==> src/rtl/pwm_multi_if.sv <==
// rtl/pwm_multi_if.sv - configuration handshake bundle for pwm_multi
interface pwm_multi_if #(
  parameter int CH    = 4,
  parameter int CNT_W = 16
);
  logic [CNT_W-1:0]    cfg_period;
  logic [CH*CNT_W-1:0] cfg_duty;
  logic                cfg_valid;
  logic                cfg_ready;

  modport master (
    output cfg_period,
    output cfg_duty,
    output cfg_valid,
    input  cfg_ready
  );

  modport slave (
    input  cfg_period,
    input  cfg_duty,
    input  cfg_valid,
    output cfg_ready
  );
endinterface

==> src/rtl/pwm_multi.sv <==
// rtl/pwm_multi.sv - multi-channel PWM, shared period counter, double-buffered config
module pwm_multi #(
  parameter int CH    = 4,
  parameter int CNT_W = 16
) (
  input  logic          sys_clk,
  input  logic          sys_rst,
  input  logic          pwm_en,
  pwm_multi_if.slave    cfg,
  output logic [CH-1:0] pwm_out,
  output logic          period_tick
);

  typedef enum logic {IDLE, RUN} state_t;

  state_t                      state_q, state_d;
  logic [CNT_W-1:0]            cnt_q, cnt_d;
  logic [CNT_W-1:0]            per_act_q, per_act_d;
  logic [CH-1:0][CNT_W-1:0]    duty_act_q, duty_act_d;
  logic [CNT_W-1:0]            per_pend_q, per_pend_d;
  logic [CH-1:0][CNT_W-1:0]    duty_pend_q, duty_pend_d;
  logic                        pend_q, pend_d;
  logic [CH-1:0]               pwm_q, pwm_d;
  logic                        tick_q, tick_d;
  logic                        running;
  logic                        at_end;

  always_ff @(posedge sys_clk) begin
    if (sys_rst) begin
      state_q     <= IDLE;
      cnt_q       <= '0;
      per_act_q   <= '0;
      duty_act_q  <= '0;
      per_pend_q  <= '0;
      duty_pend_q <= '0;
      pend_q      <= 1'b0;
      pwm_q       <= '0;
      tick_q      <= 1'b0;
    end else begin
      state_q     <= state_d;
      cnt_q       <= cnt_d;
      per_act_q   <= per_act_d;
      duty_act_q  <= duty_act_d;
      per_pend_q  <= per_pend_d;
      duty_pend_q <= duty_pend_d;
      pend_q      <= pend_d;
      pwm_q       <= pwm_d;
      tick_q      <= tick_d;
    end
  end

  always_comb begin
    state_d     = pwm_en ? RUN : IDLE;
    per_act_d   = per_act_q;
    duty_act_d  = duty_act_q;
    per_pend_d  = per_pend_q;
    duty_pend_d = duty_pend_q;
    pend_d      = pend_q;
    running     = (state_q == RUN);
    at_end      = running && (cnt_q == per_act_q);

    // Wrap decision uses the period that is active now, before any swap.
    if (!running || at_end) begin
      cnt_d = '0;
    end else begin
      cnt_d = cnt_q + CNT_W'(1);
    end

    tick_d = at_end;
    for (int i = 0; i < CH; i++) begin
      pwm_d[i] = running && (cnt_q < duty_act_q[i]);
    end

    // Accept and apply are mutually exclusive on pend_q, so a capture on a
    // boundary edge waits for the following boundary.
    if (pend_q) begin
      if (!running || at_end) begin
        per_act_d  = per_pend_q;
        duty_act_d = duty_pend_q;
        pend_d     = 1'b0;
      end
    end else if (cfg.cfg_valid) begin
      per_pend_d  = cfg.cfg_period;
      duty_pend_d = cfg.cfg_duty;
      pend_d      = 1'b1;
    end
  end

  assign cfg.cfg_ready = !pend_q;
  assign pwm_out       = pwm_q;
  assign period_tick   = tick_q;

endmodule

==> src/flat_wrapper.sv <==
// flat-port wrapper written by rule: the top's interface ports become plain ports
module pwm_multi_flat 
#(
  parameter int CH    = 4,
  parameter int CNT_W = 16
)
  (sys_clk, sys_rst, pwm_en, pwm_out, period_tick, cfg_cfg_period, cfg_cfg_duty, cfg_cfg_valid, cfg_cfg_ready);
  pwm_multi_if #(.CH(CH), .CNT_W(CNT_W)) cfg_i ();
  input  logic sys_clk;
  input  logic sys_rst;
  input  logic pwm_en;
  output logic [CH-1:0] pwm_out;
  output logic period_tick;
  input wire logic [$bits(cfg_i.cfg_period)-1:0] cfg_cfg_period;
  input wire logic [$bits(cfg_i.cfg_duty)-1:0] cfg_cfg_duty;
  input wire logic [$bits(cfg_i.cfg_valid)-1:0] cfg_cfg_valid;
  output wire logic [$bits(cfg_i.cfg_ready)-1:0] cfg_cfg_ready;
  assign cfg_i.cfg_period = cfg_cfg_period;
  assign cfg_i.cfg_duty = cfg_cfg_duty;
  assign cfg_i.cfg_valid = cfg_cfg_valid;
  assign cfg_cfg_ready = cfg_i.cfg_ready;
  pwm_multi #(.CH(CH), .CNT_W(CNT_W)) u_core (.sys_clk(sys_clk), .sys_rst(sys_rst), .pwm_en(pwm_en), .cfg(cfg_i), .pwm_out(pwm_out), .period_tick(period_tick));
endmodule
==> config.mk <==
export PLATFORM = sky130hd
export DESIGN_NAME = pwm_multi_flat
export DESIGN_NICKNAME = d
export VERILOG_FILES = /design/src/rtl/pwm_multi_if.sv /design/src/rtl/pwm_multi.sv /design/src/flat_wrapper.sv
export SDC_FILE = /design/constraint.sdc
export NUM_CORES = 1
export LEC_CHECK = 0
export ABC_AREA = 1
export BUFFER_PORTS_ARGS = -buffer_cell sky130_fd_sc_hd__buf_2
export CORE_ASPECT_RATIO = 1.75
export CORE_MARGIN = 2
export CORE_UTILIZATION = 57
export DETAILED_ROUTE_END_ITERATION = 16
export PLACE_DENSITY = 0.74
export SETUP_SLACK_MARGIN = 0.4
export SKIP_LAST_GASP = 1
export SLEW_MARGIN = 20
export SYNTH_ARGS = -nofsm -noshare
export SYNTH_HDL_FRONTEND = slang
export SYNTH_SLANG_ARGS = --single-unit
==> constraint.sdc <==
create_clock -name sys_clk -period 3.9 [get_ports sys_clk]
set_input_delay 0.78 -clock sys_clk [delete_from_list [all_inputs] [get_ports sys_clk]]
set_output_delay 0.78 -clock sys_clk [all_outputs]
set_load 0.01 [all_outputs]
==> run_results.csv, run 1 <==
group,metric,value,unit
run_status,outcome,"finished clean",
worst_setup_path,worstSetupPathType,"flop to flop",
clock_network,cts_resized,0,
sta,fin_tns_setup,0,ps
detailed_routing,antenna_left,0,
floorplan,fp.dieW,97.8,um
global_route,antenna_found_initial,0,
cells_and_area,insertedDiodeCount,0,
detailed_routing,routedWlPerCell,12.8,um
global_route,grt_pass1_wl,32200,um
worst_setup_path,reg2reg_depth,12,
cells_and_area,design_area,9770,um2
logic_synthesis,syn-cell-area,8770,um2
sta,worst_pin_slew,795,ps
hold_path,hold-path-endpoint,"u_core.duty_pend_q[60]",
placed_design,gp_congestion,0.878,
sta,grt_setup_unrepaired,"false",
cells_and_area,area_growth,11.4,%
sta,finalHoldViolCount,0,
worst_setup_path,ff2ff_setup_slack,1310,ps
detailed_routing,post_drt_via_cell_ratio,5.07,
worst_setup_path,cp-start-kind,"flop",
placed_design,dp.cells,1441,
worst_setup_path,timing.rr.end,"u_core.duty_act_q[28]",
sta,fin_crit_sh,66.3,%
hold_path,min_path_cells,2,
logic_synthesis,ys_seq_area_share,41.8,%
logic_synthesis,syn_avg_cell_area,7.12,um2
power_and_ir_drop,switching_share,28.2,%
worst_setup_path,reg2reg_from,"u_core.cnt_q[13]",
sta,slew_viol_final,0,
clock_network,cts_tree,"yes",
sta,whs,454,ps
detailed_routing,vias,7470,
clock_network,cts_setup_buffers,0,
power_and_ir_drop,leakage,0.00442,uW
global_route,gr-total-overflow,0,
sta,report.final.setup_viol,0,
worst_setup_path,path_max_fanout,81,
flow_run,drv_cap,0,
worst_setup_path,cp.required,4210,ps
clock_network,htree_levels,4,
logic_synthesis,netlist_instances,1232,
power_and_ir_drop,comb_power_share,14.6,%
power_and_ir_drop,seqPwrFrac,47.3,%
power_and_ir_drop,peakVddDrop,0.307,mV
power_and_ir_drop,p_int,3190,uW
power_and_ir_drop,powerDensity,454,nW/um2
global_route,grt_pass1_vias,7002,
placed_design,port_buffers,89,
floorplan,rows,60,
clock_network,cts_buffers,17,
power_and_ir_drop,clkPwrFrac,38.2,%
sta,period_needed,2590,ps
hold_path,hp-start,"u_core.duty_pend_q[60]",
global_route,grt_max_degree,163,
detailed_routing,first_pass_iters,4,
detailed_routing,drc,0,
detailed_routing,first_iter_violations,331,
logic_synthesis,synth_warnings,0,
floorplan,die_area,16400,um2
global_route,track_usage,23.8,%
worst_setup_path,worstPathArrival,2900,ps
placed_design,place_hpwl,12500,um
power_and_ir_drop,p_switching,1250,uW
cells_and_area,final_util,64.1,%
logic_synthesis,ys_seq_elements,183,
hold_path,hold_class,"flop to flop",
sta,fmax,386,MHz
logic_synthesis,syn-num-nets,1377,
clock_network,postCtsHoldBufs,0,
clock_network,cts.sinks,183,
sta,finalClockSkew,14.1,ps
floorplan,coreArea,15200,um2
floorplan,die_y,168,um
cells_and_area,drive_gt1_share,10.4,%
clock_network,clk_pin_slew,70,ps
floorplan,ios,90,
floorplan,start_util,57.6,%
placed_design,dpl-instance-area,9190,um2
worst_setup_path,cp-end-kind,"flop",
cells_and_area,fillers,1434,
clock_network,cts-root-buf,"clkbuf_16",
logic_synthesis,synth_cell_types,24,
cells_and_area,nets,1419,
clock_network,clockBufferDepth,2,
cells_and_area,stdcell_count,1473,
detailed_routing,wl,18900,um
sta,max_slew_margin,47.0,%
clock_network,clock_latency,430,ps
## sequential cells by signal, indices dropped and copies added, names as in the netlist
signal,cells
u_core.cnt_q,16
u_core.duty_act_q,64
u_core.duty_pend_q,64
u_core.pend_q,1
u_core.per_act_q,16
u_core.per_pend_q,16
u_core.period_tick,1
u_core.pwm_out,4
u_core.running,1
## metal layers
metal / wire (um) / global-route usage [%] / vias to the layer above
met5: 0 / 0 / -
met1: 8460 / 28.4 / 3277
met4: 507 / 9.84 / 0
met3: 506 / 4.03 / 32
met2: 9380 / 42.0 / 124
li1: - / - / 4037
## cell usage after synthesis, drive strengths merged
| cell type | n | share of area (%) |
|---|---|---|
| a21oi | 194 | 11 |
| xnor2 | 1 | 0.10 |
| nor2 | 121 | 5.2 |
| nor3 | 14 | 0.80 |
| nand3 | 92 | 5.2 |
| nor3b | 3 | 0.26 |
| o21ai | 94 | 5.4 |
| buf | 30 | 2.3 |
| xor2 | 2 | 0.20 |
| nor4 | 1 | 0.071 |
| nand4 | 1 | 0.071 |
| nand2 | 198 | 8.5 |
| inv | 189 | 8.1 |
| a211oi | 4 | 0.34 |
| clkbuf | 41 | 1.8 |
| ha | 61 | 8.7 |
| a31oi | 2 | 0.14 |
| clkinv | 1 | 0.043 |
| dfxtp | 183 | 42 |
## power by group through the flow
stage	Sequential (uW)	Clock, uW	Combinational (uW)
finish	2100	1690	646
CTS	2100	1720	653
global route	2110	1790	764
detailed placement	2140	0	648
global placement	2140	0	637
floorplan	2110	0	529
## logic make-up (layout without fill, tap and decap cells)
kind of cell	count (synthesis)	after routing	share of synthesized area, %
buffers and inverters	261	316	12.2
AND/OR/NAND/NOR	430	430	20.2
AO/OA/AOI/OAI	294	294	16.9
flip-flops	183	183	41.8
adder cells (fa/ha/maj)	61	61	8.70
XOR/XNOR	3	3	0.300
## layout make-up
cell class / count / area (um2) / area share, %
Tap cell: 186 / 233 / 2.38
Multi-Input combinational cell: 788 / 4050 / 41.5
Timing Repair Buffer: 94 / 524 / 5.36
Clock inverter: 13 / 135 / 1.38
Sequential cell: 183 / 3670 / 37.5
Inverter: 190 / 716 / 7.32
Clock buffer: 19 / 443 / 4.53
## cells in the final DEF, fill, tap and decap left out, types with 2 or more instances in the layout
cell          n
nand2_1     196
a21oi_1     194
inv_1       185
dfxtp_1     182
nor2_1      120
o21ai_0      94
nand3_1      92
buf_2        89
ha_1         61
clkbuf_16    17
nor3_1       14
a211oi_1      4
inv_2         4
inv_6         4
nor3b_1       3
clkinvlp_4    3
inv_8         3
buf_12        3
a31oi_1       2
nand2_4       2
xor2_1        2
## worst max path at each step
stage | startpoint | endpoint | slack, ps | cells after the start
after CTS | u_core.cnt_q[13] | u_core.duty_act_q[28] | 1300 | 12
after detailed placement | u_core.cnt_q[13] | u_core.duty_act_q[24] | 1350 | 12
after global routing | u_core.cnt_q[13] | u_core.duty_act_q[24] | 1040 | 12
final | u_core.cnt_q[13] | u_core.duty_act_q[28] | 1310 | 12
after floorplan | sys_rst | u_core.duty_act_q[22] | 2270 | 5
after global placement | u_core.cnt_q[13] | u_core.duty_act_q[3] | 1340 | 12
## critical path, stage by stage (launching register included)
cell     delay, ps
dfxtp_1        570
inv_1          170
nand2_1         90
nand2_1         60
nor2_1         140
nand2_1         80
nor2_1         110
nand2_1        120
nand2_4        460
buf_12         370
nand3_1        120
nand2_1         90
nor2_1          50
## metrics by stage
step                total power [uW]  setup slack (ps)
detailed placement              2790              1350
floorplan                       2640              2270
global route                    4670              1040
global placement                2770              1340
CTS                             4480              1300
finish                          4440              1310
No activity file was read; power rests on OpenSTA's default activity.
==> run 2, diff against run 1 <==
==> constraint.sdc (replaced) <==
create_clock -name sys_clk -period 2.4 [get_ports sys_clk]
set_input_delay 0.48 -clock sys_clk [delete_from_list [all_inputs] [get_ports sys_clk]]
set_output_delay 0.48 -clock sys_clk [all_outputs]
set_load 0.01 [all_outputs]
==> run_results.csv, run 2 (same netlist as run 1, synthesis figures left out) <==
group,metric,value,unit
cells_and_area,nets,1447,
floorplan,start_util,57.6,%
clock_network,clk_pin_slew,70,ps
cells_and_area,drive_gt1_share,12.5,%
floorplan,rows,60,
detailed_routing,first_pass_iters,5,
floorplan,fp.dieW,97.8,um
placed_design,gp_congestion,0.867,
sta,report.final.setup_viol,0,
hold_path,min_path_cells,3,
clock_network,cts.sinks,183,
cells_and_area,largestRegisters,"u_core.duty_act_q x64, u_core.duty_pend_q x64",
sta,max_slew_margin,54.7,%
placed_design,port_buffers,89,
sta,worst_pin_slew,679,ps
global_route,gr-total-overflow,0,
cells_and_area,insertedDiodeCount,0,
worst_setup_path,cp-end-kind,"flop",
worst_setup_path,worstSetupPathType,"flop to flop",
sta,fin_tns_setup,0,ps
power_and_ir_drop,powerDensity,733,nW/um2
worst_setup_path,reg2reg_depth,13,
clock_network,cts_tree,"yes",
clock_network,clockBufferDepth,2,
detailed_routing,vias,7798,
hold_path,hp-start,"pwm_en",
detailed_routing,wl,20300,um
worst_setup_path,cp.required,2760,ps
clock_network,htree_levels,4,
sta,grt_setup_unrepaired,"true",
cells_and_area,mostFrequentLayoutCells,"nand2_1 (195), a21oi_1 (194), inv_1 (185)",
detailed_routing,first_iter_violations,307,
global_route,track_usage,24.0,%
clock_network,clock_latency,430,ps
cells_and_area,area_growth,16.0,%
cells_and_area,final_common_cell,"nand2_1",
global_route,grt_pass1_vias,7021,
flow_run,drv_cap,0,
sta,fin_crit_sh,79.6,%
sta,slew_viol_final,0,
sta,fmax,523,MHz
power_and_ir_drop,peakVddDrop,0.495,mV
global_route,antenna_found_initial,0,
worst_setup_path,ff2ff_setup_slack,490,ps
floorplan,ios,90,
sta,period_needed,1910,ps
global_route,grt_pass1_wl,32600,um
hold_path,hold_class,"input pin to flop",
sta,finalHoldViolCount,0,
global_route,grt_max_degree,163,
power_and_ir_drop,leakage,0.00465,uW
clock_network,cts-root-buf,"clkbuf_16",
detailed_routing,post_drt_via_cell_ratio,5.20,
placed_design,place_hpwl,12800,um
worst_setup_path,path_max_fanout,16,
worst_setup_path,cp-start-kind,"flop",
floorplan,coreArea,15200,um2
sta,whs,257,ps
run_status,outcome,"finished clean",
worst_setup_path,worstPathArrival,2270,ps
worst_setup_path,timing.rr.end,"u_core.duty_act_q[51]",
worst_setup_path,reg2reg_from,"u_core.cnt_q[15]",
detailed_routing,routedWlPerCell,13.5,um
hold_path,hold-path-endpoint,"u_core.running",
detailed_routing,drc,0,
floorplan,die_y,168,um
clock_network,cts_buffers,17,
detailed_routing,antenna_left,0,
sta,finalClockSkew,9.40,ps
floorplan,die_area,16400,um2
## run 2: layer usage
metal,GRT usage [%],part of all wire [%],vias up
met1,29.5,43,3516
met2,42.3,52,145
met4,9.60,2.6,0
li1,-,-,4098
met5,0,0,-
met3,3.20,3.0,39
## run 2: final cells by class
class	instances	area, um2
Inverter	190	716
Tap cell	186	233
Fill cell	1333	5070
Multi-Input combinational cell	789	4070
Sequential cell	183	3670
Clock buffer	18	429
Timing Repair Buffer	121	892
Clock inverter	14	170
## run 2: report_power, final
part           internal [uW]  total, uW  switching, uW
logic                    477       1180            703
clock network           1650       2890           1240
registers               3280       3390            112
total                   5410       7460           2050
## run 2: critical path, stage by stage (launching register included)
cell and delay, ps:
dfxtp_1 500, inv_1 100, nand2_1 70, nand2_1 50, nor2_1 90, nand2_1 60, nor2_1 120, nand2_2 120
nand2_4 110, buf_12 150, buf_12 100, clkbuf_16 160, a21oi_1 70, nor2_1 140
## run 2: worst max path at each step
stage	cells after the start	to	from
3_5_place_dp	12	u_core.duty_act_q[22]	u_core.cnt_q[3]
5_1_grt	13	u_core.duty_act_q[51]	u_core.cnt_q[3]
4_1_cts	12	u_core.duty_act_q[22]	u_core.cnt_q[3]
3_3_place_gp	12	u_core.duty_act_q[12]	u_core.cnt_q[3]
2_1_floorplan	13	u_core.duty_act_q[10]	u_core.cnt_q[9]
6_report	13	u_core.duty_act_q[51]	u_core.cnt_q[15]
## run 2: metrics by stage
stage / total power, uW / util, % / setup slack [ps] / instances / area [um2]
5_1_grt: 7810 / 66.7 / 377 / 1501 / 10200
4_1_cts: 7410 / 65.5 / 454 / 1491 / 9970
6_report: 7460 / 66.7 / 490 / 1501 / 10200
3_5_place_dp: 4550 / 61.5 / 480 / 1459 / 9380
3_3_place_gp: 4520 / 61.5 / 540 / 1459 / 9380
2_1_floorplan: 4280 / - / 829 / 1232 / 8770
## run 2: timing repair
item | in CTS | in global routing
resized for setup | 0 | 4
endpoints found under the setup margin | 0 | 44
buffers inserted | 0 | 5
hold buffers | 0 | 0
==> run 3, diff against run 2 <==
--- a/config.mk
+++ b/config.mk
@@ -5,13 +5,13 @@
 export SDC_FILE = /design/constraint.sdc
 export NUM_CORES = 1
 export LEC_CHECK = 0
-export ABC_AREA = 1
+export ABC_AREA = 0
 export BUFFER_PORTS_ARGS = -buffer_cell sky130_fd_sc_hd__buf_2
 export CORE_ASPECT_RATIO = 1.75
 export CORE_MARGIN = 2
 export CORE_UTILIZATION = 57
 export DETAILED_ROUTE_END_ITERATION = 16
-export PLACE_DENSITY = 0.74
+export PLACE_DENSITY = 0.75
 export SETUP_SLACK_MARGIN = 0.4
 export SKIP_LAST_GASP = 1
 export SLEW_MARGIN = 20
==> constraint.sdc (replaced) <==
create_clock -name sys_clk -period 1.96 [get_ports sys_clk]
set_input_delay 0.392 -clock sys_clk [delete_from_list [all_inputs] [get_ports sys_clk]]
set_output_delay 0.392 -clock sys_clk [all_outputs]
set_load 0.01 [all_outputs]
==> run_results.csv, run 3 <==
group,metric,value,unit
detailed_routing,routedWlPerCell,16.8,um
flow_run,drv_cap,0,
logic_synthesis,ys_seq_elements,183,
sta,finalClockSkew,6.66,ps
global_route,antenna_found_initial,0,
logic_synthesis,synthMuxAreaShare,0,%
cells_and_area,multi_input_area,3740,um2
sta,grt_setup_unrepaired,"true",
cells_and_area,mostFrequentLayoutCells,"nand2_1 (170), dfxtp_1 (168), a21oi_1 (90)",
cells_and_area,area_growth,23.6,%
logic_synthesis,yosys.area_share.simple,12.7,%
worst_setup_path,worstSetupPathType,"flop to flop",
logic_synthesis,synth_most_common_cell,"dfxtp_1",
cells_and_area,nets,1082,
clock_network,clock_latency,430,ps
logic_synthesis,syn_avg_cell_area,9.17,um2
hold_path,hold-path-endpoint,"u_core.running",
detailed_routing,first_pass_iters,5,
logic_synthesis,yosysTopAreaCellShare,47.9,%
logic_synthesis,syn-num-nets,979,
power_and_ir_drop,p_total,8570,uW
sta,fin_crit_sh,98.9,%
global_route,track_usage,27.0,%
global_route,grt_pass1_wl,30500,um
global_route,gr-total-overflow,0,
placed_design,port_buffers,89,
logic_synthesis,ys.flop_type,"dfxtp_1",
worst_setup_path,cp-end-kind,"flop",
sta,max_slew_margin,57.8,%
logic_synthesis,synthAdderAreaFrac,9.98,%
sta,fmax,516,MHz
worst_setup_path,worstPathArrival,2310,ps
logic_synthesis,synth_edf_count,0,
worst_setup_path,critPathTopFamily,"simple AND/OR/NAND/NOR gates",
logic_synthesis,synth-xor-area-share,3.43,%
floorplan,start_util,57.8,%
hold_path,min_path_cells,2,
detailed_routing,post_drt_via_cell_ratio,5.56,
clock_network,cts_tree,"yes",
floorplan,ios,90,
floorplan,rows,56,
sta,whs,174,ps
cells_and_area,final_common_cell,"nand2_1",
power_and_ir_drop,peakVddDrop,0.593,mV
worst_setup_path,reg2reg_from,"u_core.per_act_q[1]",
floorplan,die_y,157,um
clock_network,clockBufferDepth,2,
floorplan,coreArea,13200,um2
sta,slew_viol_final,0,
global_route,grt_max_degree,82,
placed_design,gp_congestion,0.876,
power_and_ir_drop,leakage,0.00406,uW
sta,report.final.setup_viol,0,
global_route,grt_pass1_vias,6298,
logic_synthesis,synth_compound_area_share,19.8,%
sta,finalHoldViolCount,0,
hold_path,hold_class,"input pin to flop",
logic_synthesis,ys_top_cells_by_area,"dfxtp_1 (48%), ha_1 (10%), a22o_1 (9.2%)",
cells_and_area,insertedDiodeCount,0,
floorplan,fp.dieW,91.6,um
logic_synthesis,netlist_top_cells_count,"dfxtp_1 (183), nand2_1 (172), a21oi_1 (91), a22o_1 (80), inv_1 (64)",
logic_synthesis,synth_warnings,0,
sta,worst_pin_slew,632,ps
logic_synthesis,netlist_instances,834,
worst_setup_path,timing.rr.end,"u_core.duty_act_q[62]",
worst_setup_path,path_max_fanout,23,
clock_network,postCtsHoldBufs,0,
cells_and_area,seqCellArea,3680,um2
detailed_routing,first_iter_violations,332,
logic_synthesis,ys_seq_area_share,47.9,%
worst_setup_path,ff2ff_setup_slack,20,ps
logic_synthesis,synth_area_leader_cell,"dfxtp_1",
cells_and_area,largestRegisters,"u_core.duty_act_q x64, u_core.duty_pend_q x64",
floorplan,die_area,14400,um2
detailed_routing,antenna_left,0,
logic_synthesis,synth_cell_types,31,
detailed_routing,drc,0,
worst_setup_path,cp.required,2330,ps
worst_setup_path,path_cells,"xor2_1 > nor4_2 > nand4_4 > a211oi_4 > buf_6 > buf_12 > a22o_1",
sta,period_needed,1940,ps
hold_path,hp-start,"pwm_en",
placed_design,dpl-instance-area,8430,um2
logic_synthesis,synth_async_sr_flop_share,0,%
cells_and_area,design_area,9460,um2
power_and_ir_drop,powerDensity,905,nW/um2
logic_synthesis,syn-cell-area,7650,um2
worst_setup_path,crit_buf_inv,2,
clock_network,clk_pin_slew,70,ps
worst_setup_path,crit_path_max_incr_delay,410,ps
detailed_routing,vias,6249,
clock_network,cts.sinks,183,
worst_setup_path,reg2reg_depth,7,
clock_network,cts-root-buf,"clkbuf_16",
placed_design,place_hpwl,11900,um
worst_setup_path,cp-start-kind,"flop",
clock_network,htree_levels,4,
cells_and_area,drive_gt1_share,21.6,%
cells_and_area,fillers,989,
worst_setup_path,slowest_stage,"nor4_2",
logic_synthesis,synth_top_family_by_area,"compound AO/OA/AOI/OAI gates",
detailed_routing,wl,18900,um
run_status,outcome,"finished clean",
clock_network,cts_buffers,17,
run 3: cell types whose count changed after synthesis, moves of 11 or more:
cell / delta
inv_1: -121
a21oi_1: -103
nor2_1: -99
o21ai_0: -86
a22o_1: +80
nand3_1: -79
xor2_1: +26
nand2_1: -25
nor3_1: -14
a21o_1: +11
run 3: stage by stage:
step	instances	setup WS [ps]	setup TNS, ps	util (%)
floorplan	834	64.6	0	-
global placement	1083	-38.4	-1710	63.7
detailed placement	1083	-102	-5530	63.7
CTS	1121	28.1	0	71.1
global route	1123	-87.1	-3960	71.4
finish	1123	21.4	0	71.4
run 3: timing repair:
| item | CTS | global route |
|---|---|---|
| resized for setup | 44 | 9 |
| buffers inserted | 5 | 2 |
| pin swaps | 15 | 2 |
| cloned | 2 | 0 |
| endpoints found under the setup margin | 102 | 103 |
run 3: report_power, final:
part | leakage (uW) | total (uW) | internal, uW | switching (uW)
sequential | 0.00150 | 3960 | 3860 | 91.9
clock | 0.000321 | 3900 | 2410 | 1490
combinational | 0.00224 | 708 | 320 | 388
total | 0.00406 | 8570 | 6600 | 1970
run 3: metal layers:
| layer | GRT usage, % | part of all wire (%) | up-vias |
|---|---|---|---|
| met4 | 14.2 | 4.1 | 0 |
| met5 | 0 | 0 | - |
| met1 | 30.3 | 40 | 2907 |
| met3 | 4.88 | 4.4 | 57 |
| li1 | - | - | 3073 |
| met2 | 48.2 | 52 | 212 |
run 3: how the worst max path moves through the flow:
stage / slack, ps / end / startpoint / cells after the start
2_1_floorplan: 60 / u_core.duty_act_q[0] / u_core.cnt_q[2] / 6
3_3_place_gp: -40 / u_core.per_act_q[0] / u_core.per_act_q[1] / 6
3_5_place_dp: -100 / u_core.per_act_q[7] / u_core.per_act_q[13] / 6
4_1_cts: 30 / u_core.duty_act_q[62] / u_core.per_act_q[14] / 8
5_1_grt: -90 / u_core.duty_act_q[62] / u_core.per_act_q[1] / 7
6_report: 20 / u_core.duty_act_q[62] / u_core.per_act_q[1] / 7
run 3: cell families (layout without fill, tap and decap cells):
logic type / Yosys count / count (layout)
adders and majority gates: 61 / 61
xor gates and xnor gates: 30 / 30
buffers and inverters: 109 / 224
and+or+nand+nor: 233 / 233
AOI/OAI and AO/OA: 218 / 218
DFF: 183 / 183
run 3: worst reg2reg max path, delay by kind of cell, from the launching register on:
kind | cells | cell delay [ps]
xor gates and xnor gates | 1 | 170
and+or+nand+nor | 2 | 590
DFF | 1 | 330
AOI/OAI and AO/OA | 2 | 440
buffers and inverters | 2 | 360
run 3: final cells by class:
type,count,share of cell area (%)
multi-input combinational,542,39.5
sequential,183,38.9
timing repair buffer,129,9.59
clock buffer,18,4.54
clock inverter,13,2.58
inverter,64,2.54
tap,174,2.30
